==> src/rtl/instr_fetch_if.sv <==
// Fetch-stage bus: PC redirect/stall controls, instruction memory port and the
// IF/ID register outputs that feed decode.
interface instr_fetch_if;
   logic        stall;
   logic        flush;
   logic [31:0] target_pc;
   logic [31:0] imem_addr;
   logic [31:0] imem_rdata;
   logic [31:0] PC_out;
   logic [31:0] instruction_out;
   logic        valid_out;
   logic        halted;

   // master: the fetch unit; slave: hazard logic, imem and decode around it
   modport master (
      input  stall, flush, target_pc, imem_rdata,
      output imem_addr, PC_out, instruction_out, valid_out, halted
   );
   modport slave (
      output stall, flush, target_pc, imem_rdata,
      input  imem_addr, PC_out, instruction_out, valid_out, halted
   );
endinterface

==> src/rtl/instr_fetch.sv <==
// Instruction fetch stage: PC register, START/RUN/HALT FSM and IF/ID register.
// Define FETCH_PERF_CNT_EN to add the fetch_cnt/bubble_cnt performance counters.
module instr_fetch #(
   parameter logic [31:0] RESET_PC   = 32'h0000_0000,
   parameter logic [31:0] NOP_INSTR  = 32'h0000_0013,
   parameter logic [31:0] HALT_INSTR = 32'h0000_0073
) (
   input  logic           clk,
   input  logic           reset,
   instr_fetch_if.master  bus
`ifdef FETCH_PERF_CNT_EN
   ,
   output logic [31:0]    fetch_cnt,
   output logic [31:0]    bubble_cnt
`endif
);

   typedef enum logic [1:0] {START, RUN, HALT} state_t;

   typedef struct packed {
      logic [31:0] pc;
      logic [31:0] instr;
      logic        valid;
   } ifid_t;

   state_t      state, state_nxt;
   logic [31:0] pc, pc_nxt;
   ifid_t       ifid, ifid_nxt;
   logic        fetch_evt;

   always_ff @(posedge clk) begin
      if (reset) begin
         state <= START;
         pc    <= RESET_PC;
         ifid  <= '{32'h0, NOP_INSTR, 1'b0};
      end else begin
         state <= state_nxt;
         pc    <= pc_nxt;
         ifid  <= ifid_nxt;
      end
   end

   // Redirect beats everything; stall freezes START/RUN but HALT ignores it.
   always_comb begin
      state_nxt = state;
      pc_nxt    = pc;
      ifid_nxt  = ifid;
      fetch_evt = 1'b0;
      if (bus.flush) begin
         pc_nxt         = {bus.target_pc[31:2], 2'b00};
         ifid_nxt.instr = NOP_INSTR;
         ifid_nxt.valid = 1'b0;
         state_nxt      = RUN;
      end else begin
         case (state)
            START: begin
               if (!bus.stall) begin
                  ifid_nxt  = '{pc, NOP_INSTR, 1'b0};
                  state_nxt = RUN;
               end
            end
            RUN: begin
               if (!bus.stall) begin
                  ifid_nxt  = '{pc, bus.imem_rdata, 1'b1};
                  fetch_evt = 1'b1;
                  if (bus.imem_rdata == HALT_INSTR) state_nxt = HALT;
                  else                              pc_nxt    = pc + 32'd4;
               end
            end
            HALT: begin
               ifid_nxt = '{pc, NOP_INSTR, 1'b0};
            end
            default: begin
               state_nxt = START;
            end
         endcase
      end
   end

   assign bus.imem_addr       = pc;
   assign bus.PC_out          = ifid.pc;
   assign bus.instruction_out = ifid.instr;
   assign bus.valid_out       = ifid.valid;
   assign bus.halted          = (state == HALT);

`ifdef FETCH_PERF_CNT_EN
   // Every non-reset cycle is either a real fetch or a bubble (START, stall, flush, HALT).
   always_ff @(posedge clk) begin
      if (reset) begin
         fetch_cnt  <= 32'h0;
         bubble_cnt <= 32'h0;
      end else if (fetch_evt) begin
         fetch_cnt  <= fetch_cnt + 32'd1;
      end else begin
         bubble_cnt <= bubble_cnt + 32'd1;
      end
   end
`endif

endmodule

==> src/flat_wrapper.sv <==
// flat-port wrapper written by rule: the top's interface ports become plain ports
module instr_fetch_flat 
#(
   parameter logic [31:0] RESET_PC   = 32'h0000_0000,
   parameter logic [31:0] NOP_INSTR  = 32'h0000_0013,
   parameter logic [31:0] HALT_INSTR = 32'h0000_0073
)
  (clk, reset, bus_stall, bus_flush, bus_target_pc, bus_imem_rdata, bus_imem_addr, bus_PC_out, bus_instruction_out, bus_valid_out, bus_halted);
  instr_fetch_if bus_i ();
  input  logic clk;
  input  logic reset;
  input wire logic [$bits(bus_i.stall)-1:0] bus_stall;
  input wire logic [$bits(bus_i.flush)-1:0] bus_flush;
  input wire logic [$bits(bus_i.target_pc)-1:0] bus_target_pc;
  input wire logic [$bits(bus_i.imem_rdata)-1:0] bus_imem_rdata;
  output wire logic [$bits(bus_i.imem_addr)-1:0] bus_imem_addr;
  output wire logic [$bits(bus_i.PC_out)-1:0] bus_PC_out;
  output wire logic [$bits(bus_i.instruction_out)-1:0] bus_instruction_out;
  output wire logic [$bits(bus_i.valid_out)-1:0] bus_valid_out;
  output wire logic [$bits(bus_i.halted)-1:0] bus_halted;
  assign bus_i.stall = bus_stall;
  assign bus_i.flush = bus_flush;
  assign bus_i.target_pc = bus_target_pc;
  assign bus_i.imem_rdata = bus_imem_rdata;
  assign bus_imem_addr = bus_i.imem_addr;
  assign bus_PC_out = bus_i.PC_out;
  assign bus_instruction_out = bus_i.instruction_out;
  assign bus_valid_out = bus_i.valid_out;
  assign bus_halted = bus_i.halted;
  instr_fetch #(.RESET_PC(RESET_PC), .NOP_INSTR(NOP_INSTR), .HALT_INSTR(HALT_INSTR)) u_core (.clk(clk), .reset(reset), .bus(bus_i));
endmodule
==> config.mk <==
export PLATFORM = sky130hd
export DESIGN_NAME = instr_fetch_flat
export DESIGN_NICKNAME = d
export VERILOG_FILES = /design/src/rtl/instr_fetch_if.sv /design/src/rtl/instr_fetch.sv /design/src/flat_wrapper.sv
export SDC_FILE = /design/constraint.sdc
export NUM_CORES = 1
export LEC_CHECK = 0
export BUFFER_PORTS_ARGS = -buffer_cell sky130_fd_sc_hd__buf_2
export CAP_MARGIN = 25
export CORE_MARGIN = 5
export CORE_UTILIZATION = 40
export DETAILED_ROUTE_END_ITERATION = 16
export PLACE_DENSITY = 0.77
export SETUP_SLACK_MARGIN = 0.2
export SLEW_MARGIN = 15
export SYNTH_ARGS = -nofsm -noshare
export SYNTH_HDL_FRONTEND = slang
export SYNTH_SLANG_ARGS = --single-unit
==> constraint.sdc <==
create_clock -name clk -period 4.5 [get_ports clk]
set_input_delay 0.9 -clock clk [delete_from_list [all_inputs] [get_ports clk]]
set_output_delay 0.9 -clock clk [all_outputs]
set_load 0.1 [all_outputs]
**After elaboration in Yosys (flattened, before gate mapping)**

Index checks and enable logic that the tools add are counted.

- Output and inout port bits: 98
- Flip-flop bits (word level): 99

- Add/sub/neg operators: 1
- Reductions and logical operators: 10
- Bitwise gates (word level): 4
- Mux-type cells: 12
- Equal/unequal tests: 12

Operators with widths:

| kind | count |
|---|---|
| $pmux W65 S3 | 1 |
| $mux W65 | 2 |
| $mux W32 | 4 |
| $add A32 B3 Y32 const B | 1 |
| $eq A32 B7 Y1 const B | 1 |
| $reduce_and A4 Y1 | 3 |
| $reduce_and A3 Y1 | 3 |
| $ne A2 B2 Y1 const B | 4 |
| $mux W2 | 3 |
| $ne A3 B3 Y1 const B | 2 |
| $pmux W2 S3 | 1 |
| $ne A2 B1 Y1 const B | 2 |
| $not A1 Y1 | 4 |
| $ne A3 B2 Y1 const B | 1 |
| $reduce_bool A3 Y1 | 1 |
| $eq A2 B1 Y1 const B | 1 |
| $eq A2 B2 Y1 const B | 1 |
| $logic_not A2 Y1 | 1 |
| $reduce_bool A2 Y1 | 1 |
| $reduce_or A2 Y1 | 1 |
| $mux W1 | 1 |

**Logic depth before layout (Yosys ltp)**

- Word-level depth: 5
- Depth in mapped cells: 7

**Worst setup path before layout**

OpenSTA, ideal clock, no wires.

- Path kind: flip-flop to output port
- From: register u_core.state[1]
- To: output bus_halted
- Data arrival time: 1.795 ns
- Required time: 3.600 ns
- Stages on the path, launching flop included: 2
- Setup slack: 1.805 ns
- Cells stage by stage: dfxtp_1 nor2b_1

- Word-level cells in the longest chain between the ends: 1

Ends and longest elaborated chain:

| item | RTL line | RTL |
|---|---|---|
| from (decl) | instr_fetch.sv:26 | `state_t state, state_nxt;` |
| from (signal assigned) | instr_fetch.sv:37 | `state <= state_nxt;` |
| $eq A2 B2 Y1 | instr_fetch.sv:84 | `assign bus.halted = (state == HALT);` |
| to (decl) | flat_wrapper.sv:20 | `output wire logic [$bits(bus_i.halted)-1:0] bus_halted;` |

Every way passes these cells.

**Final worst setup path**

- From: input bus_imem_rdata[30]
- To: register u_core.pc[15], in the netlist u_core.bus.imem_addr[15]

- Word-level cells in the longest chain between the ends: 3

Ends and longest elaborated chain:

| item | RTL line | RTL |
|---|---|---|
| from (decl) | flat_wrapper.sv:15 | `input wire logic [$bits(bus_i.imem_rdata)-1:0] bus_imem_rdata;` |
| $eq A32 B7 Y1 | instr_fetch.sv:66 | `if (bus.imem_rdata == HALT_INSTR) state_nxt = HALT;` |
| $ne A2 B2 Y1 (no source line) | n/a |  |
| $reduce_and A3 Y1 (no source line) | n/a |  |
| to (signal assigned) | instr_fetch.sv:38 | `pc <= pc_nxt;` |
| to (decl) | instr_fetch.sv:27 | `logic [31:0] pc, pc_nxt;` |

Every way passes these cells.
A chain may end at the register's enable or synchronous reset.

==> reports/summary.txt <==
GRT Residual Overflow = 0
Die Y = 112 µm
Worst-path clk slew = 0.09 ns
Pins Over Slew Limit = 0
Worst setup path class = in -> reg
Mux cell area share after synthesis = 1.24%
Worst hold slack = 0.453 ns
Netlist cell types = 54
Max-Slew Margin vs Limit = 39.0%
Achievable frequency = 0.357 GHz
Initial core utilization = 40.6%
Async set or reset register ratio after synthesis = 0%
RSZ-0062 raised after global routing = no
Hold WC Path Type = reg -> reg
Number of remaining DRC errors = 0
Part of the power in the clock network = 29.2%
Syn Area/Cell = 8.41 µm²
Most frequent cell after synthesis = dfxtp_1
CP endpoint kind = register
Crit path launch type = input port
Final min period = 2.80 ns
Synth cell count leaders = 95 x dfxtp_1, 78 x nand2_1, 56 x nor2_1, 43 x a21oi_1
Fin Setup TNS = 0 ns
Max_cap viols = 0
Final setup violation count = 0
Synth Area in Simple Gates = 22.0%
Num ports = 166
Primary FF master, synth = dfxtp_1
Final hold violations = 0
Crit-path max FO = 13
Antenna Cells = 0
Fin crit share = 62.2%
CP required = 4.77 ns
Sw power = 0.687 mW
P&R area growth vs syn = 25.7%
Clk Latency, worst-skew pair = 0.36 ns
Root buf cell = clkbuf_8
Seq/Total Area, Yosys = 46.0%
CTS Buffer Depth = 2
Gr usage total = 19.6%
Post-Syn Area = 0.00413 mm²
PwrDens = 369 mW/mm²
Largest family of logic cells by synthesized area = compound AO/OA/AOI/OAI gates
Power share of the sequential group = 47.8%
Starting DRT DRC Count = 194
Setup bufs post-CTS = 0
Clk_skew = 0.00689 ns
TritonRoute pass-1 iters = 4
Leading area contributor after synthesis = dfxtp_1
Layout cells sized above 1 = 30.3%
Wire length per cell after detailed routing = 16.1 µm
CTS Sinks = 95
Worst Path Arrival = 3.07 ns
Share of the synthesized area in the top cell type = 46.0%
Synth Warn # = 0
FILL cells = 1004
Combinational share of power = 23.0%
Placement row count = 37
Post-Synth Adder-Cell Area = 0.303%
Yosys reg bits = 95
Final nets = 700
DRT Wirelength = 12400 µm
Status = completed
Internal power = 1.23 mW
Die X = 112 µm
First-pass GRT wire length = 20300 µm
Switching Share = 35.8%
Worst IR drop on VDD = 196 µV
IO buf count = 159
Post-cts resize count = 0
RD Place Congestion = 0.795
Post-synth EDFFs = 0
# hold bufs at CTS = 0
Core Region = 0.0102 mm²
TritonCTS Buffers = 9
Post-synthesis xor/xnor area fraction = 2.54%
Antenna violations before repair = 0
TritonCTS clock tree = yes
Die area = 0.0125 mm²
Hpwl dp = 9120 µm
Total number of vias = 4230
CTS H-tree depth = 3
Complex-gate fraction of the synthesized area = 22.8%
Largest net degree at the start of global routing = 52
Leak Pwr = 2.18 nW
Vias per Instance = 5.48
Least-Margin Pin Slew = 0.912 ns
Ranking of synthesized cells by area = dfxtp_1 46%, nand2_1 7.1%, a22oi_1 5.3%
Vias in the first global route = 4092
Cells after Synth = 491
Antenna viol nets, final = 0
-- stage by stage --
stage	utilization [%]	instances	setup WS (ns)	power [mW]	instance area, µm²
floorplan	-	494	1.81	1.28	4140
detailed placement	49.0	755	1.36	1.38	4990
global placement	49.0	755	1.41	1.37	4990
global route	51.0	772	1.54	2.00	5190
CTS	50.9	771	1.74	1.93	5180
finish	51.0	772	1.70	1.92	5190
-- per-layer routing --
layer	GRT usage [%]	wire, µm	up-vias
li1	-	-	2041
met1	23.7	5200	1987
met2	32.1	5790	180
met3	6.41	1190	22
met4	8.11	247	0
met5	0	0	-
-- cells in the final DEF (no fill, tap or decap), types with 7 or more instances in the layout --
master	instances
o21ai_0	7
a21oi_1	43
a311oi_1	8
a22oi_1	29
a211oi_1	11
xor2_1	9
nand2_1	78
clkbuf_8	10
dfxtp_1	95
buf_2	159
nor2_1	55
inv_1	7
nor4_1	8
nand3_1	9
-- power groups by stage --
stage                     sequential (mW)  combinational, mW  clock [mW]
final                               0.916              0.441       0.559
after detailed placement            0.936              0.441           0
after CTS                           0.916              0.441       0.573
after global placement              0.933              0.436           0
after floorplan                      1.16              0.118           0
after global routing                0.923              0.462       0.614
-- cell families (layout without fill, tap and decap cells) --
kind of cell | Yosys count | after routing
compound gates | 138 | 138
xor+xnor | 12 | 12
fa+ha+maj | 1 | 1
buf+inv | 49 | 191
flops | 95 | 95
mux | 5 | 5
other cells | 1 | 4
simple gates | 190 | 190
-- final timing paths --
kind | start | endpoint | slack [ns] | cells after the start
max | bus_imem_rdata[30] | u_core.bus.imem_addr[15]$_SDFFE_PP0P_ | 1.70 | 7
max reg2reg | u_core.state[0]$_SDFFE_PP0P_ | u_core.bus.imem_addr[20]$_SDFFE_PP0P_ | 1.95 | 5
min reg2reg | u_core.bus.PC_out[21]$_SDFFE_PP0P_ | u_core.bus.PC_out[21]$_SDFFE_PP0P_ | 0.45 | 2
min | u_core.bus.PC_out[21]$_SDFFE_PP0P_ | u_core.bus.PC_out[21]$_SDFFE_PP0P_ | 0.45 | 2
-- cell type report --
type                       count  area, µm²  area share, %
sequential                    95       1900           36.6
multi-input combinational    350       2040           39.3
clock buffer                  12        145           2.79
clock inverter                 4       45.0          0.867
tap                          136        170           3.28
timing repair buffer         166        856           16.5
inverter                       9       33.8          0.650
-- state kept, by name, indices dropped and copies added (netlist names) --
signal,cells
u_core.bus.imem_addr,30
u_core.bus.instruction_out,32
u_core.bus.PC_out,30
u_core.state,2
u_core.bus.valid_out,1
-- worst max-delay path, cell delays in order --
cell,delay [ns]
buf_2,0.11
nor4_1,0.45
nand4_1,0.16
buf_4,0.21
o211ai_1,0.74
o21ai_0,0.20
a311oi_1,0.29
Power figures use the tool's default switching activity.
